--- config.mk ---
export PLATFORM = sky130hd
export DESIGN_NAME = mem_port_arbiter
export DESIGN_NICKNAME = d
export VERILOG_FILES = /design/src/rtl/mem_port_arbiter.sv
export SDC_FILE = /design/constraint.sdc
export NUM_CORES = 1
export LEC_CHECK = 0
export ABC_AREA = 1
export CAP_MARGIN = 20
export CORE_UTILIZATION = 30
export CTS_CLUSTER_SIZE = 25
export DETAILED_ROUTE_END_ITERATION = 16
export MAX_ROUTING_LAYER = met4
export PLACE_DENSITY = 0.61
export SLEW_MARGIN = 20
export SYNTH_ARGS = -nofsm -noshare
export SYNTH_HDL_FRONTEND = slang
export SYNTH_SLANG_ARGS = --single-unit
--- constraint.sdc ---
create_clock -name clock_i -period 2.2 [get_ports clock_i]
set_clock_uncertainty 0.15 [all_clocks]
set_input_delay 0.22 -clock clock_i [delete_from_list [all_inputs] [get_ports clock_i]]
set_output_delay 0.22 -clock clock_i [all_outputs]
set_load 0.02 [all_outputs]
--- src/rtl/mem_port_arbiter.sv ---
// Arbitrates one single-ported memory between instruction fetch and data access.
// Data side has fixed priority; every granted access ends in a one-cycle valid pulse.
//
// state | meaning
// IDLE  | no access in flight, arbitrate (data before fetch)
// FETCH | fetch access outstanding on the memory port
// DATA  | load/store access outstanding on the memory port
// DONE  | owner's valid pulse, no arbitration
module mem_port_arbiter #(
    parameter int ADDR_WIDTH = 32,
    parameter int DATA_WIDTH = 32,
    parameter int MAX_WAIT   = 255
) (
    input  logic                    clock_i,
    input  logic                    reset_i,

    input  logic                    if_req_i,
    input  logic [ADDR_WIDTH-1:0]   if_addr_i,
    input  logic                    if_flush_i,
    output logic [DATA_WIDTH-1:0]   if_rdata_o,
    output logic                    if_valid_o,
    output logic                    if_stall_o,

    input  logic                    dm_req_i,
    input  logic                    dm_we_i,
    input  logic [ADDR_WIDTH-1:0]   dm_addr_i,
    input  logic [DATA_WIDTH-1:0]   dm_wdata_i,
    input  logic [DATA_WIDTH/8-1:0] dm_byte_en_i,
    output logic [DATA_WIDTH-1:0]   dm_rdata_o,
    output logic                    dm_valid_o,
    output logic                    dm_stall_o,

    output logic                    mem_req_o,
    output logic                    mem_we_o,
    output logic [ADDR_WIDTH-1:0]   mem_addr_o,
    output logic [DATA_WIDTH-1:0]   mem_wdata_o,
    output logic [DATA_WIDTH/8-1:0] mem_byte_en_o,
    input  logic [DATA_WIDTH-1:0]   mem_rdata_i,
    input  logic                    mem_ready_i,
    output logic                    bus_error_o
);

    localparam int BE_WIDTH   = DATA_WIDTH / 8;
    localparam int WAIT_WIDTH = $clog2(MAX_WAIT + 1);
    localparam logic [WAIT_WIDTH-1:0] WAIT_LOAD = WAIT_WIDTH'(MAX_WAIT);
    localparam logic [WAIT_WIDTH-1:0] WAIT_LAST = WAIT_WIDTH'(1);

    typedef enum logic [1:0] {
        ST_IDLE  = 2'd0,
        ST_FETCH = 2'd1,
        ST_DATA  = 2'd2,
        ST_DONE  = 2'd3
    } state_t;

    state_t                  state_q;
    logic                    mem_req_q;
    logic                    mem_we_q;
    logic [ADDR_WIDTH-1:0]   mem_addr_q;
    logic [DATA_WIDTH-1:0]   mem_wdata_q;
    logic [BE_WIDTH-1:0]     mem_be_q;
    logic [DATA_WIDTH-1:0]   if_rdata_q;
    logic [DATA_WIDTH-1:0]   dm_rdata_q;
    logic                    if_valid_q;
    logic                    dm_valid_q;
    logic                    bus_error_q;
    logic                    discard_q;
    logic [WAIT_WIDTH-1:0]   wait_q;
    logic [WAIT_WIDTH-1:0]   wait_d;
    logic                    fetch_drop;

    // Wait budget counts down from MAX_WAIT; hitting the last unit without ready is the timeout.
    assign wait_d     = wait_q - WAIT_LAST;
    assign fetch_drop = discard_q | if_flush_i;

    always_ff @(posedge clock_i) begin
        if (reset_i) begin
            state_q     <= ST_IDLE;
            mem_req_q   <= 1'b0;
            mem_we_q    <= 1'b0;
            mem_addr_q  <= '0;
            mem_wdata_q <= '0;
            mem_be_q    <= '0;
            if_rdata_q  <= '0;
            dm_rdata_q  <= '0;
            if_valid_q  <= 1'b0;
            dm_valid_q  <= 1'b0;
            bus_error_q <= 1'b0;
            discard_q   <= 1'b0;
            wait_q      <= '0;
        end else begin
            if_valid_q <= 1'b0;
            dm_valid_q <= 1'b0;
            unique case (state_q)
                ST_IDLE: begin
                    discard_q <= 1'b0;
                    if (dm_req_i) begin
                        mem_req_q   <= 1'b1;
                        mem_we_q    <= dm_we_i;
                        mem_addr_q  <= dm_addr_i;
                        mem_wdata_q <= dm_wdata_i;
                        mem_be_q    <= dm_byte_en_i;
                        wait_q      <= WAIT_LOAD;
                        state_q     <= ST_DATA;
                    end else if (if_req_i && !if_flush_i) begin
                        mem_req_q   <= 1'b1;
                        mem_we_q    <= 1'b0;
                        mem_addr_q  <= if_addr_i;
                        mem_wdata_q <= '0;
                        mem_be_q    <= '1;
                        wait_q      <= WAIT_LOAD;
                        state_q     <= ST_FETCH;
                    end
                end
                ST_FETCH, ST_DATA: begin
                    if (state_q == ST_FETCH && if_flush_i) begin
                        discard_q <= 1'b1;
                    end
                    if (mem_ready_i) begin
                        mem_req_q <= 1'b0;
                        state_q   <= ST_DONE;
                        if (state_q == ST_DATA) begin
                            if (!mem_we_q) begin
                                dm_rdata_q <= mem_rdata_i;
                            end
                            dm_valid_q <= 1'b1;
                        end else if (!fetch_drop) begin
                            if_rdata_q <= mem_rdata_i;
                            if_valid_q <= 1'b1;
                        end
                    end else if (wait_q == WAIT_LAST) begin
                        mem_req_q   <= 1'b0;
                        bus_error_q <= 1'b1;
                        state_q     <= ST_DONE;
                        if (state_q == ST_DATA) begin
                            dm_rdata_q <= '0;
                            dm_valid_q <= 1'b1;
                        end else if (!fetch_drop) begin
                            if_rdata_q <= '0;
                            if_valid_q <= 1'b1;
                        end
                    end else begin
                        wait_q <= wait_d;
                    end
                end
                ST_DONE: begin
                    discard_q <= 1'b0;
                    state_q   <= ST_IDLE;
                end
                default: begin
                    state_q <= ST_IDLE;
                end
            endcase
        end
    end

    // Stalls mirror the request lines while reset is held.
    assign if_stall_o = if_req_i & ~(if_valid_q & ~reset_i);
    assign dm_stall_o = dm_req_i & ~(dm_valid_q & ~reset_i);

    assign if_rdata_o    = if_rdata_q;
    assign if_valid_o    = if_valid_q;
    assign dm_rdata_o    = dm_rdata_q;
    assign dm_valid_o    = dm_valid_q;
    assign mem_req_o     = mem_req_q;
    assign mem_we_o      = mem_we_q;
    assign mem_addr_o    = mem_addr_q;
    assign mem_wdata_o   = mem_wdata_q;
    assign mem_byte_en_o = mem_be_q;
    assign bus_error_o   = bus_error_q;

endmodule

### Word-level counts from Yosys, hierarchy flattened

Index checks and enable logic that the tools add are counted.

| word-level totals | value |
|---|---|
| bits in registers | 148 |
| output and inout bits | 139 |

| operators by class | value |
|---|---|
| add/subtract/negate cells | 1 |
| eq/ne operators | 10 |
| multiplexer cells | 43 |
| bitwise operators | 12 |
| reductions and logical operators | 17 |

Operators by type and width:

| operator | count |
|---|---|
| $mux 32 | 15 |
| $mux 8 | 4 |
| $pmux 8 s2 | 1 |
| $mux 1 | 14 |
| $reduce_and 4->1 | 3 |
| $eq 8x1->1 const B | 1 |
| $mux 2 | 4 |
| $mux 4 | 2 |
| $ne 2x2->1 const B | 4 |
| $sub 8x1->8 const B | 1 |
| $not 1->1 | 7 |
| $ne 3x3->1 const B | 2 |
| $pmux 2 s3 | 1 |
| $reduce_and 3->1 | 2 |
| $reduce_bool 2->1 | 3 |
| $reduce_or 2->1 | 3 |
| $and 1x1->1 | 4 |
| $eq 2x2->1 const B | 2 |
| $pmux 1 s2 | 2 |
| $reduce_and 2->1 | 2 |
| $eq 2x1->1 const B | 1 |
| $logic_and 1x1->1 | 2 |
| $logic_not 2->1 | 1 |
| $logic_not 1->1 | 1 |
| $or 1x1->1 | 1 |

### Depth between registers and ports, before layout

| logic depth | value |
|---|---|
| depth after elaboration | 5 |
| depth in mapped cells | 12 |
| gate-level depth less buffers | 10 |

### Worst setup path before layout

Ideal clock, no wire load.

| timing | value |
|---|---|
| path type | reg-to-reg |
| start | register state_q[1] |
| end | register if_rdata_q[1], in the netlist if_rdata_o[1] |
| setup time | 0.113 ns |
| arrival | 1.439 ns |
| required time | 1.937 ns |
| setup slack | 0.498 ns |
| cell stages (with the launch flop) | 10 |
| buffers on the path | 2 |
| clock period less this slack | 1.702 ns |
| cells stage by stage | dfxtp_1 > inv_1 > ha_1 > nand2_1 > nand2_2 > nand2_2 > buf_6 > buf_2 > nor2_1 > nor2_1 |

| on the way | value |
|---|---|
| cells in the longest elaborated chain, start to end | 3 |

Ends and longest elaborated chain:

| what | RTL line | text |
|---|---|---|
| from (decl) | 55 | `state_t state_q;` |
| from (signal assigned) | 77 | `state_q <= ST_IDLE;` |
| from (signal assigned) | 103 | `state_q <= ST_DATA;` |
| from (signal assigned) | 111 | `state_q <= ST_FETCH;` |
| $eq 2x1->1 or $eq 2x2->1 (tied branches) | 93, 121, 134 |  |
| $reduce_or 2->1 or $not 1->1 (tied branches) | n/a |  |
| $reduce_and 4->1 (no line) (*) | n/a |  |
| to (signal assigned) | 127 | `if_rdata_q <= mem_rdata_i;` |
| to (decl) | 61 | `logic [DATA_WIDTH-1:0] if_rdata_q;` |

Every way passes the cells marked *; elsewhere a longest branch is shown, timed or not.
A chain may end at the register's enable or synchronous reset.

### Worst setup path after layout

| timing | value |
|---|---|
| start | input port if_req_i |
| end | output port if_stall_o |

| on the way | value |
|---|---|
| cells in the longest elaborated chain, start to end | 1 |

Ends and longest elaborated chain:

| what | RTL line | text |
|---|---|---|
| from (decl) | 17 | `input logic if_req_i,` |
| $and 1x1->1 | 157 | `assign if_stall_o = if_req_i & ~(if_valid_q & ~reset_i);` |
| to (decl) | 22 | `output logic if_stall_o,` |

Every way passes these cells.

==> flow_summary.json <==
{
  "num_vias": 6203,
  "slew_viol_final": 0,
  "r2r_end": "if_rdata_o[4]",
  "cts.path.max_buffers": 2,
  "numCtsBuffers": 17,
  "netlist_top_cells_area": "dfxtp_1, nand2_1, a21oi_1",
  "grt_use_total_pct": 18.39,
  "ys.flop_type": "dfxtp_1",
  "pwr_density_cell_nw_per_um2": 1053,
  "period_share_pct": 96.07,
  "switching_share_pct": 36.29,
  "hpwl_mm": 13.17,
  "synthSimpleGateAreaFrac_pct": 26.09,
  "area_delta_synth_final_pct": 59.98,
  "layout-drive-gt1-share_pct": 7.270,
  "critical-path-slowest-cell": "clkdlybuf4s50_1",
  "drtPass1Iterations": 4,
  "startpoint_type": "primary input",
  "viasPerCell": 4.453,
  "yosysTopAreaCell": "dfxtp_1",
  "post_dp_cell_area_um2": 9155,
  "dieArea_um2": 20810,
  "yosysMostFrequentCell": "nand2_1",
  "post_cts_buffers": 0,
  "hold_buffers": 0,
  "ff2ff_path_depth": 8,
  "core_area_um2": 19650,
  "whs_ns": 0.05589,
  "timing_hold_violations_final": 0,
  "cts_sinks": 148,
  "r2r_start": "state_q[1]",
  "syn_area_um2": 6072,
  "tightest_slew_ns": 0.8760,
  "synth_fa_ha_area_share_pct": 1.442,
  "postSynthAreaPerCell_um2": 7.127,
  "synth-compound-area-share_pct": 15.25,
  "drt_iter0_drc": 150,
  "num_antenna_cells": 0,
  "antenna_found_initial": 0,
  "power_frac_seq_pct": 34.4,
  "critPathKind": "in -> out",
  "yosysSeqAreaShare_pct": 48.79,
  "die_height_um": 144.3,
  "hold_class": "in -> reg",
  "synth_top_area_share_pct": 48.79,
  "cp.arrival_ns": 1.74,
  "yosysWarningCount": 0,
  "syn-num-nets": 998,
  "io_pins": 278,
  "path_max_fanout": 3,
  "p_sw_mw": 3.713,
  "design_area_um2": 9714,
  "yosys_register_bits": 148,
  "yosys-mux-area-fraction_pct": 0,
  "antenna_left": 0,
  "max_stage_delay_ns": 0.67,
  "crit_top_cell": "clkdlybuf4s50_1",
  "rsz0062_at_grt": "false",
  "portBuffers": 277,
  "end_kind": "output pin",
  "wire_per_inst_um": 13.55,
  "internal_power_mw": 6.519,
  "wl_mm": 18.87,
  "fin_setup_tns_ns": 0,
  "maxCapViolations": 0,
  "synth_top_family_by_area": "simple AND/OR/NAND/NOR gates",
  "drc": 0,
  "synth_edf_count": 0,
  "min_period_ns": 2.114,
  "p_leak_nw": 4.014,
  "clkSlewWorstSetupHoldPaths_ns": 0.06,
  "cts_tree": "built",
  "synth_common_cells": "nand2_1, dfxtp_1, a21oi_1, nor2_1, inv_1",
  "cts_root_buf": "clkbuf_16",
  "path_cells": "clkdlybuf4s50_1, a21boi_0, clkdlybuf4s50_1",
  "p_clk_share_pct": 26.9,
  "p_comb_share_pct": 38.7,
  "final_util_pct": 49.43,
  "ir_drop_mv": 0.5608,
  "fmax_ghz": 0.4731,
  "insertion_delay_ns": 0.40,
  "fp-row-count": 51,
  "async_flop_share_pct": 0,
  "grt_max_degree": 79,
  "ys_types": 26,
  "crit_start": "if_req_i",
  "grt_pass1_wl_mm": 28.91,
  "overflow": 0,
  "ctsHtreeMaxLevel": 4,
  "gp_congestion": 0.8005,
  "die_w_um": 144.3,
  "status": "finished, final reports clean",
  "cts_resized": 0,
  "grt_pass1_vias": 5823,
  "rrSetupSlack_ns": 0.23,
  "maxSlewHeadroom_pct": 41.60,
  "setup_viol": 0,
  "initial_core_util_pct": 30.90,
  "synth_cells": 852,
  "synth_xor_area_share_pct": 0,
  "final_nets": 1261,
  "setup.worst_path.end": "if_stall_o",
  "required_ns": 1.83
}
[critical path: cells and delay by family]
| kind | cells | cell delay [ns] |
|---|---|---|
| buffers and inverters | 2 | 1.22 |
| AOI/OAI and AO/OA | 1 | 0.30 |
[cell families after synthesis]
family / Yosys count
fa+ha+maj: 7
flops: 148
simple gates: 402
compound gates: 171
buf+inv: 124
[cells in the final DEF (no fill, tap or decap), drive strengths merged]
cell / count
o221a: 4
inv: 74
a31oi: 32
ha: 7
bufinv: 1
or2: 1
clkbuf: 18
nand3: 15
clkinv: 5
clkinvlp: 5
nor2: 77
nor3: 3
nand2: 306
a21boi: 2
buf: 21
dfxtp: 148
o21ai: 54
a21oi: 79
clkdlybuf4s50: 276
[registers in the layout, indices dropped and copies added, names as in the netlist, 2 cells and up]
name	count
dm_rdata_o	32
mem_byte_en_o	4
mem_addr_o	32
wait_q	8
if_rdata_o	32
mem_wdata_o	32
state_q	2
[power groups by stage]
stage          logic, mW  clock network, mW  registers, mW
5_1_grt             4.38               2.94           3.59
3_3_place_gp        3.98                  0           3.57
2_1_floorplan       1.73                  0           4.09
3_5_place_dp        3.99                  0           3.57
6_report            3.96               2.75           3.52
4_1_cts             4.01               2.84           3.53
[area by class of cell]
cell class | count | area, um2
multi-input cells | 580 | 2601
clock inverters | 14 | 130.1
fillers | 2031 | 9940
clock buffers | 18 | 429.2
repair buffers | 297 | 2993
inverters | 71 | 266.5
well taps | 265 | 331.6
flip-flops and latches | 148 | 2963
[worst min-delay path by stage]
stage | start | end | slack, ns | cells after the start
final | reset_i | mem_addr_o[12] | 0.06 | 4
after global routing | reset_i | mem_addr_o[27] | 0.07 | 4
after CTS | reset_i | mem_addr_o[19] | 0.05 | 4
after detailed placement | discard_q | discard_q | 0.29 | 2
after global placement | discard_q | discard_q | 0.29 | 2
after floorplan | dm_wdata_i[10] | mem_wdata_o[10] | 0.22 | 2
[routing by layer]
| metal | GRT usage (%) | vias to the layer above | part of all wire (%) |
|---|---|---|---|
| met5 | - | - | 0 |
| met4 | 4.432 | 0 | 0.59 |
| met3 | 4.768 | 6 | 6.9 |
| met2 | 30.16 | 217 | 47 |
| met1 | 22.50 | 2763 | 45 |
| li1 | - | 3217 | - |
[through the flow]
step	total power, mW	instances	setup slack [ns]
6_report	10.23	1393	0.08641
5_1_grt	10.91	1393	0.01177
4_1_cts	10.38	1393	0.07577
3_5_place_dp	7.568	1361	0.09379
3_3_place_gp	7.550	1361	0.001534
2_1_floorplan	5.820	852	0.4981
(Power assumes the default switching activity.)
